==> src/rtl/salsa20_stream_xor_if.sv <==
// Keystream-chunk and data-stream signals for salsa20_stream_xor.
// master = generator/datapath side, slave = the XOR block.
interface salsa20_stream_xor_if #(
  parameter int DATA_W = 64
);
  logic              ks_initialized;
  logic              ks_ready;
  logic              ks_next_chunk;
  logic [DATA_W-1:0] ks_chunk_key;
  logic              in_valid;
  logic              in_ready;
  logic [DATA_W-1:0] in_data;
  logic              in_last;
  logic              out_valid;
  logic              out_ready;
  logic [DATA_W-1:0] out_data;
  logic              out_last;
  logic              busy;

  modport master (
    output ks_initialized, ks_ready, ks_chunk_key,
    output in_valid, in_data, in_last, out_ready,
    input  ks_next_chunk, in_ready, out_valid, out_data, out_last, busy
  );

  modport slave (
    input  ks_initialized, ks_ready, ks_chunk_key,
    input  in_valid, in_data, in_last, out_ready,
    output ks_next_chunk, in_ready, out_valid, out_data, out_last, busy
  );
endinterface

==> src/rtl/salsa20_stream_xor.sv <==
// Buffers Salsa20 keystream blocks and XORs them onto a valid/ready data stream.
// Define SALSA_XOR_PREFETCH_EN for a second bank that is filled while the first streams.
module salsa20_stream_xor #(
  parameter int DATA_W          = 64,
  parameter int WORDS_PER_BLOCK = 8
) (
  input  logic                clk,
  input  logic                rst,
  salsa20_stream_xor_if.slave bus
);
  // state  | meaning
  // IDLE   | generator not initialised, nothing buffered
  // WAIT   | waiting for ks_ready before fetching a block
  // FETCH  | ks_next_chunk high, one keystream word captured per edge
  // STREAM | block buffered and being consumed (prefetch: both banks full)
  typedef enum logic [1:0] {S_IDLE, S_WAIT, S_FETCH, S_STREAM} state_t;

  localparam int               PTR_W    = $clog2(WORDS_PER_BLOCK);
  localparam logic [PTR_W-1:0] LAST_IDX = PTR_W'(WORDS_PER_BLOCK - 1);
  localparam logic [PTR_W-1:0] PTR_ONE  = PTR_W'(1);

  state_t            r_state, w_state_nxt;
  logic [PTR_W-1:0]  r_rd_ptr, r_fetch_cnt, w_wr_idx;
  logic              r_out_valid, r_out_last;
  logic [DATA_W-1:0] r_out_data, w_ks_word;
  logic              w_avail, w_accept, w_ptr_end, w_capture, w_fetch_last;
  logic              w_ks_next, w_in_ready, w_busy;

  assign w_capture    = (r_state == S_FETCH);
  assign w_fetch_last = w_capture && (r_fetch_cnt == '0);
  assign w_wr_idx     = LAST_IDX - r_fetch_cnt;
  assign w_ptr_end    = (r_rd_ptr == LAST_IDX);
  assign w_accept     = bus.in_valid && w_in_ready;

`ifdef SALSA_XOR_PREFETCH_EN
  logic [DATA_W-1:0] r_bank_a [WORDS_PER_BLOCK];
  logic [DATA_W-1:0] r_bank_b [WORDS_PER_BLOCK];
  logic [1:0]        r_full;
  logic              r_act, r_fill, w_fill_sel, w_start, w_discard, w_blk_done;

  // Fill the active bank if it is empty, otherwise the standby bank.
  assign w_fill_sel = r_full[r_act] ? ~r_act : r_act;
  assign w_start    = bus.ks_ready && !(&r_full);
  assign w_avail    = r_full[r_act];
  assign w_ks_word  = r_act ? r_bank_b[r_rd_ptr] : r_bank_a[r_rd_ptr];
  assign w_discard  = w_accept && bus.in_last && !w_ptr_end;
  assign w_blk_done = w_accept && w_ptr_end;

  always_ff @(posedge clk or negedge rst) begin
    if (!rst) begin
      for (int i = 0; i < WORDS_PER_BLOCK; i++) begin
        r_bank_a[i] <= '0;
        r_bank_b[i] <= '0;
      end
      r_full <= '0;
      r_act  <= 1'b0;
      r_fill <= 1'b0;
    end else begin
      if (r_state == S_WAIT && w_start) r_fill <= w_fill_sel;
      if (w_capture) begin
        if (r_fill) r_bank_b[w_wr_idx] <= bus.ks_chunk_key;
        else        r_bank_a[w_wr_idx] <= bus.ks_chunk_key;
      end
      if (!bus.ks_initialized) begin
        r_full <= '0;
        r_act  <= 1'b0;
      end else begin
        // Mid-block message end drops both banks; a block still arriving becomes active.
        if (w_discard) begin
          r_full <= '0;
          r_act  <= (r_state == S_FETCH) ? r_fill : w_fill_sel;
        end else if (w_blk_done) begin
          r_full[r_act] <= 1'b0;
          r_act         <= ~r_act;
        end
        if (w_fetch_last) r_full[r_fill] <= 1'b1;
      end
    end
  end
`else
  logic [DATA_W-1:0] r_buf [WORDS_PER_BLOCK];

  assign w_avail   = (r_state == S_STREAM);
  assign w_ks_word = r_buf[r_rd_ptr];

  always_ff @(posedge clk or negedge rst) begin
    if (!rst) begin
      for (int i = 0; i < WORDS_PER_BLOCK; i++) r_buf[i] <= '0;
    end else if (w_capture) begin
      r_buf[w_wr_idx] <= bus.ks_chunk_key;
    end
  end
`endif

  always_ff @(posedge clk or negedge rst) begin
    if (!rst) r_state <= S_IDLE;
    else      r_state <= w_state_nxt;
  end

  always_comb begin
    w_state_nxt = r_state;
    if (r_state != S_IDLE && !bus.ks_initialized) begin
      w_state_nxt = S_IDLE;
    end else begin
      case (r_state)
        S_IDLE:   if (bus.ks_initialized) w_state_nxt = S_WAIT;
`ifdef SALSA_XOR_PREFETCH_EN
        S_WAIT:   if (w_start) w_state_nxt = S_FETCH;
                  else if (&r_full) w_state_nxt = S_STREAM;
        S_FETCH:  if (w_fetch_last) w_state_nxt = S_WAIT;
        S_STREAM: if (!(&r_full)) w_state_nxt = S_WAIT;
`else
        S_WAIT:   if (bus.ks_ready) w_state_nxt = S_FETCH;
        S_FETCH:  if (w_fetch_last) w_state_nxt = S_STREAM;
        S_STREAM: if (w_accept && (bus.in_last || w_ptr_end)) w_state_nxt = S_WAIT;
`endif
        default:  w_state_nxt = S_IDLE;
      endcase
    end
  end

  always_comb begin
    w_ks_next  = 1'b0;
    w_busy     = 1'b0;
    w_in_ready = 1'b0;
    w_ks_next  = (r_state == S_FETCH);
    w_busy     = (r_state != S_IDLE);
    w_in_ready = w_avail && (!r_out_valid || bus.out_ready);
  end

  // Down-counter over the capture edges of one block.
  always_ff @(posedge clk or negedge rst) begin
    if (!rst)           r_fetch_cnt <= LAST_IDX;
    else if (w_capture) r_fetch_cnt <= r_fetch_cnt - PTR_ONE;
    else                r_fetch_cnt <= LAST_IDX;
  end

  always_ff @(posedge clk or negedge rst) begin
    if (!rst)                    r_rd_ptr <= '0;
    else if (!bus.ks_initialized) r_rd_ptr <= '0;
    else if (w_accept)           r_rd_ptr <= (bus.in_last || w_ptr_end) ? '0 : r_rd_ptr + PTR_ONE;
  end

  always_ff @(posedge clk or negedge rst) begin
    if (!rst) begin
      r_out_valid <= 1'b0;
      r_out_data  <= '0;
      r_out_last  <= 1'b0;
    end else if (w_accept) begin
      r_out_valid <= 1'b1;
      r_out_data  <= bus.in_data ^ w_ks_word;
      r_out_last  <= bus.in_last;
    end else if (bus.out_ready) begin
      r_out_valid <= 1'b0;
    end
  end

  assign bus.ks_next_chunk = w_ks_next;
  assign bus.in_ready      = w_in_ready;
  assign bus.out_valid     = r_out_valid;
  assign bus.out_data      = r_out_data;
  assign bus.out_last      = r_out_last;
  assign bus.busy          = w_busy;
endmodule

==> src/flat_wrapper.sv <==
// flat-port wrapper written by rule: the top's interface ports become plain ports
module salsa20_stream_xor_flat 
#(
  parameter int DATA_W          = 64,
  parameter int WORDS_PER_BLOCK = 8
)
  (clk, rst, bus_ks_initialized, bus_ks_ready, bus_ks_chunk_key, bus_in_valid, bus_in_data, bus_in_last, bus_out_ready, bus_ks_next_chunk, bus_in_ready, bus_out_valid, bus_out_data, bus_out_last, bus_busy);
  salsa20_stream_xor_if #(.DATA_W(DATA_W)) bus_i ();
  input  logic clk;
  input  logic rst;
  input wire logic [$bits(bus_i.ks_initialized)-1:0] bus_ks_initialized;
  input wire logic [$bits(bus_i.ks_ready)-1:0] bus_ks_ready;
  input wire logic [$bits(bus_i.ks_chunk_key)-1:0] bus_ks_chunk_key;
  input wire logic [$bits(bus_i.in_valid)-1:0] bus_in_valid;
  input wire logic [$bits(bus_i.in_data)-1:0] bus_in_data;
  input wire logic [$bits(bus_i.in_last)-1:0] bus_in_last;
  input wire logic [$bits(bus_i.out_ready)-1:0] bus_out_ready;
  output wire logic [$bits(bus_i.ks_next_chunk)-1:0] bus_ks_next_chunk;
  output wire logic [$bits(bus_i.in_ready)-1:0] bus_in_ready;
  output wire logic [$bits(bus_i.out_valid)-1:0] bus_out_valid;
  output wire logic [$bits(bus_i.out_data)-1:0] bus_out_data;
  output wire logic [$bits(bus_i.out_last)-1:0] bus_out_last;
  output wire logic [$bits(bus_i.busy)-1:0] bus_busy;
  assign bus_i.ks_initialized = bus_ks_initialized;
  assign bus_i.ks_ready = bus_ks_ready;
  assign bus_i.ks_chunk_key = bus_ks_chunk_key;
  assign bus_i.in_valid = bus_in_valid;
  assign bus_i.in_data = bus_in_data;
  assign bus_i.in_last = bus_in_last;
  assign bus_i.out_ready = bus_out_ready;
  assign bus_ks_next_chunk = bus_i.ks_next_chunk;
  assign bus_in_ready = bus_i.in_ready;
  assign bus_out_valid = bus_i.out_valid;
  assign bus_out_data = bus_i.out_data;
  assign bus_out_last = bus_i.out_last;
  assign bus_busy = bus_i.busy;
  salsa20_stream_xor #(.DATA_W(DATA_W), .WORDS_PER_BLOCK(WORDS_PER_BLOCK)) u_core (.clk(clk), .rst(rst), .bus(bus_i));
endmodule
==> config.mk <==
export PLATFORM = sky130hd
export DESIGN_NAME = salsa20_stream_xor_flat
export DESIGN_NICKNAME = d
export VERILOG_FILES = /design/src/rtl/salsa20_stream_xor_if.sv /design/src/rtl/salsa20_stream_xor.sv /design/src/flat_wrapper.sv
export SDC_FILE = /design/constraint.sdc
export NUM_CORES = 1
export LEC_CHECK = 0
export CORE_MARGIN = 2
export CORE_UTILIZATION = 55
export DETAILED_ROUTE_END_ITERATION = 16
export PLACE_DENSITY = 0.76
export SLEW_MARGIN = 15
export SYNTH_ARGS = -nofsm -noshare
export SYNTH_HDL_FRONTEND = slang
export SYNTH_SLANG_ARGS = --single-unit
==> constraint.sdc <==
create_clock -name clk -period 4.8 [get_ports clk]
set_input_delay 0.72 -clock clk [delete_from_list [all_inputs] [get_ports clk]]
set_output_delay 0.72 -clock clk [all_outputs]
set_load 0.05 [all_outputs]
==> results.cfg <==
[place]
port_buffers = 203
hpwlAfterDp_mm = 33.2
dpl.cell_count = 2383
placed_area_um2 = 28700
gp_congestion = 0.747

[route]
vias = 14500
route.detailed.vias_per_inst = 5.80
drt_iter0_markers = 763
drc = 0
detail-route-antenna-nets = 0
drt_pass1_iterations = 4
wl_per_cell_um = 22.2
drt-total-wl_mm = 55.3

[sta]
max_freq_mhz = 300
timing_hold_violations_final = 0
fin_setup_tns_ns = 0
rsz0062_at_grt = false
fin_crit_sh_pct = 69.5
tightest_slew_ns = 1.00
fin_skew_ns = 0.0144
finalMaxSlewViolations = 0
period_needed_ns = 3.34
slew_headroom_pct = 32.9
setup_viol = 0
holdWs_ns = 0.190

[synthesis]
synth-simple-area-share_pct = 1.72
yosys.area.top_type = dfrtp_1
ys_ff_latch = 586
synthArstFlopShare_pct = 100
ys_seq_area_share_pct = 56.1
yosys.area_share.adder_pct = 0.383
ys_top_cells_by_area = dfrtp_1 (56%), mux2_2 (21%), mux4_2 (11%)
synth_common_cells = dfrtp_1 (583), mux2_2 (481), mux4_2 (128)
synth_area_um2 = 26100
synth_edf_count = 0
netlist.area_leader.share_pct = 55.8
synth.avg_cell_area_um2 = 15.9
synth_top_family_by_area = multiplexers
ys_warn_count = 0
synth_cell_type_count = 37
syn-num-nets = 1786
synthXorXnorAreaFrac_pct = 2.18
synthCells = 1643
yosysMostFrequentCell = dfrtp_1
synth_mux_area_share_pct = 35.6
synth_flop_cell = dfrtp_1
synth_compound_area_share_pct = 1.46

[clock_network]
cts.sinks = 586
numCtsBuffers = 59
clockBufferDepth = 3
cts_hold_buf = 0
cts_tree = done
clk_latency_ns = 0.61
path_clk_slew_ns = 0.06
htreeDepth = 2
ctsResizeCount = 0
postCtsSetupBuffers = 0
clock-root-buffer = clkbuf_16

[die]
die_x_um = 222
io_pins = 204
start_util_pct = 55.9
die_area_um2 = 49300
fp.dieH_um = 222
std_cell_rows = 79
coreArea_um2 = 46800

[power_and_ir_drop]
peakVddDrop_mv = 0.365
finalPower_mw = 15.3
power_per_cell_area_nw_per_um2 = 499
leakage_nw = 13.4

[flow_run]
cap_violations = 0

[outcome]
status = finished, final reports clean

[layout]
fin_area_um2 = 30600
layout-drive-gt1-share_pct = 39.9
nNetsFinal = 1980
area_delta_synth_final_pct = 17.2
fillCellCount = 3316
stdcell_count = 2490

[setup_path]
worstSetupEndpointType = output port
crit_fanout = 9
worstPathArrival_ns = 2.62
path_class = flop to output port
critPathLaunchType = flop
cp.required_ns = 4.08

[grt]
grt_pass1_vias = 15700
grt_pass1_wl_mm = 89.0
grt_usage_pct = 23.2
antenna_found_initial = 6
grt_max_degree = 112
grt_overflow = 0

[hold_path]
hp-class = input pin to async pin
power by group:
group          switching [mW]  total, mW  internal (mW)
logic                    2.22       4.30           2.08
clock network            1.86       4.51           2.65
registers               0.522       6.48           5.96
total                    4.60       15.3           10.7
per-stage QoR:
stage	util [%]	worst slack (ns)
after floorplan	-	2.41
after global placement	61.4	1.75
after detailed placement	61.4	1.75
after CTS	65.5	1.38
after global routing	65.5	1.33
final	65.5	1.46
layer usage:
metal	up-vias	share of wire (%)	GRT usage, %
met5	-	0.074	0
met1	7724	45	31.7
li1	6422	-	-
met3	58	4.1	4.00
met2	243	49	38.8
met4	6	1.7	6.08
path summary, 6_finish.rpt:
path                                    startpoint                       to  slack (ns)  cells after the start
min in group clk           u_core.bus.out_data[28]  u_core.bus.out_data[28]        0.48                      2
max                              u_core.r_state[0]        bus_ks_next_chunk        1.46                      3
min                                            rst   u_core.bus.out_data[9]        0.19                      1
max reg2reg                      u_core.r_state[0]        u_core.r_buf[372]        1.81                      5
max in group asynchronous                      rst        u_core.r_buf[171]        3.47                      2
min reg2reg                u_core.bus.out_data[28]  u_core.bus.out_data[28]        0.48                      2
worst max-delay path, stage by stage, from the launching register on:
cell	delay (ns)
dfrtp_1	0.40
inv_1	0.13
ha_1	0.48
clkdlybuf4s50_1	0.98
area by class of cell:
| type | count | area [um2] | share of cell area, % |
|---|---|---|---|
| clock buffer | 94 | 1840 | 6.01 |
| timing repair buffer | 236 | 2370 | 7.75 |
| inverter | 7 | 26.3 | 0.0858 |
| sequential | 586 | 14700 | 47.9 |
| antenna | 3 | 7.51 | 0.0245 |
| multi-input combinational | 947 | 10900 | 35.5 |
| clock inverter | 10 | 82.6 | 0.270 |
| tap | 607 | 759 | 2.48 |
flip-flops by register name, summed over array words and instances, names as in the netlist:
| name | flops |
|---|---|
| u_core.bus.out_valid | 1 |
| u_core.r_rd_ptr | 3 |
| u_core.bus.out_last | 1 |
| u_core.bus.out_data | 64 |
| u_core.r_fetch_cnt | 3 |
| u_core.r_state | 2 |
| u_core.r_buf | 512 |
cells by family (layout without fill, tap and decap cells):
logic type	count (synthesis)	after routing
buf+inv	110	347
flops	586	586
fa+ha+maj	8	8
simple gates	96	96
other cells	0	3
mux	706	706
xor+xnor	65	65
compound gates	72	72
layout by cell type (no fill, tap or decap), types with 3 or more instances in the layout:
cell type,instances
nand4_4,3
nor2_1,3
clkbuf_16,61
diode_2,3
mux4_2,128
xor2_1,64
dfrtp_4,3
clkbuf_1,14
mux2i_1,65
mux2_2,481
clkinvlp_4,3
dfstp_2,3
clkdlybuf4s50_1,202
inv_1,6
mux2_1,32
clkbuf_8,19
clkinv_2,6
o21ai_1,64
ha_1,8
nand2_1,75
nor3_4,3
buf_12,7
buf_4,26
dfrtp_1,580
Note: power is estimated with default switching activity, not from simulation.
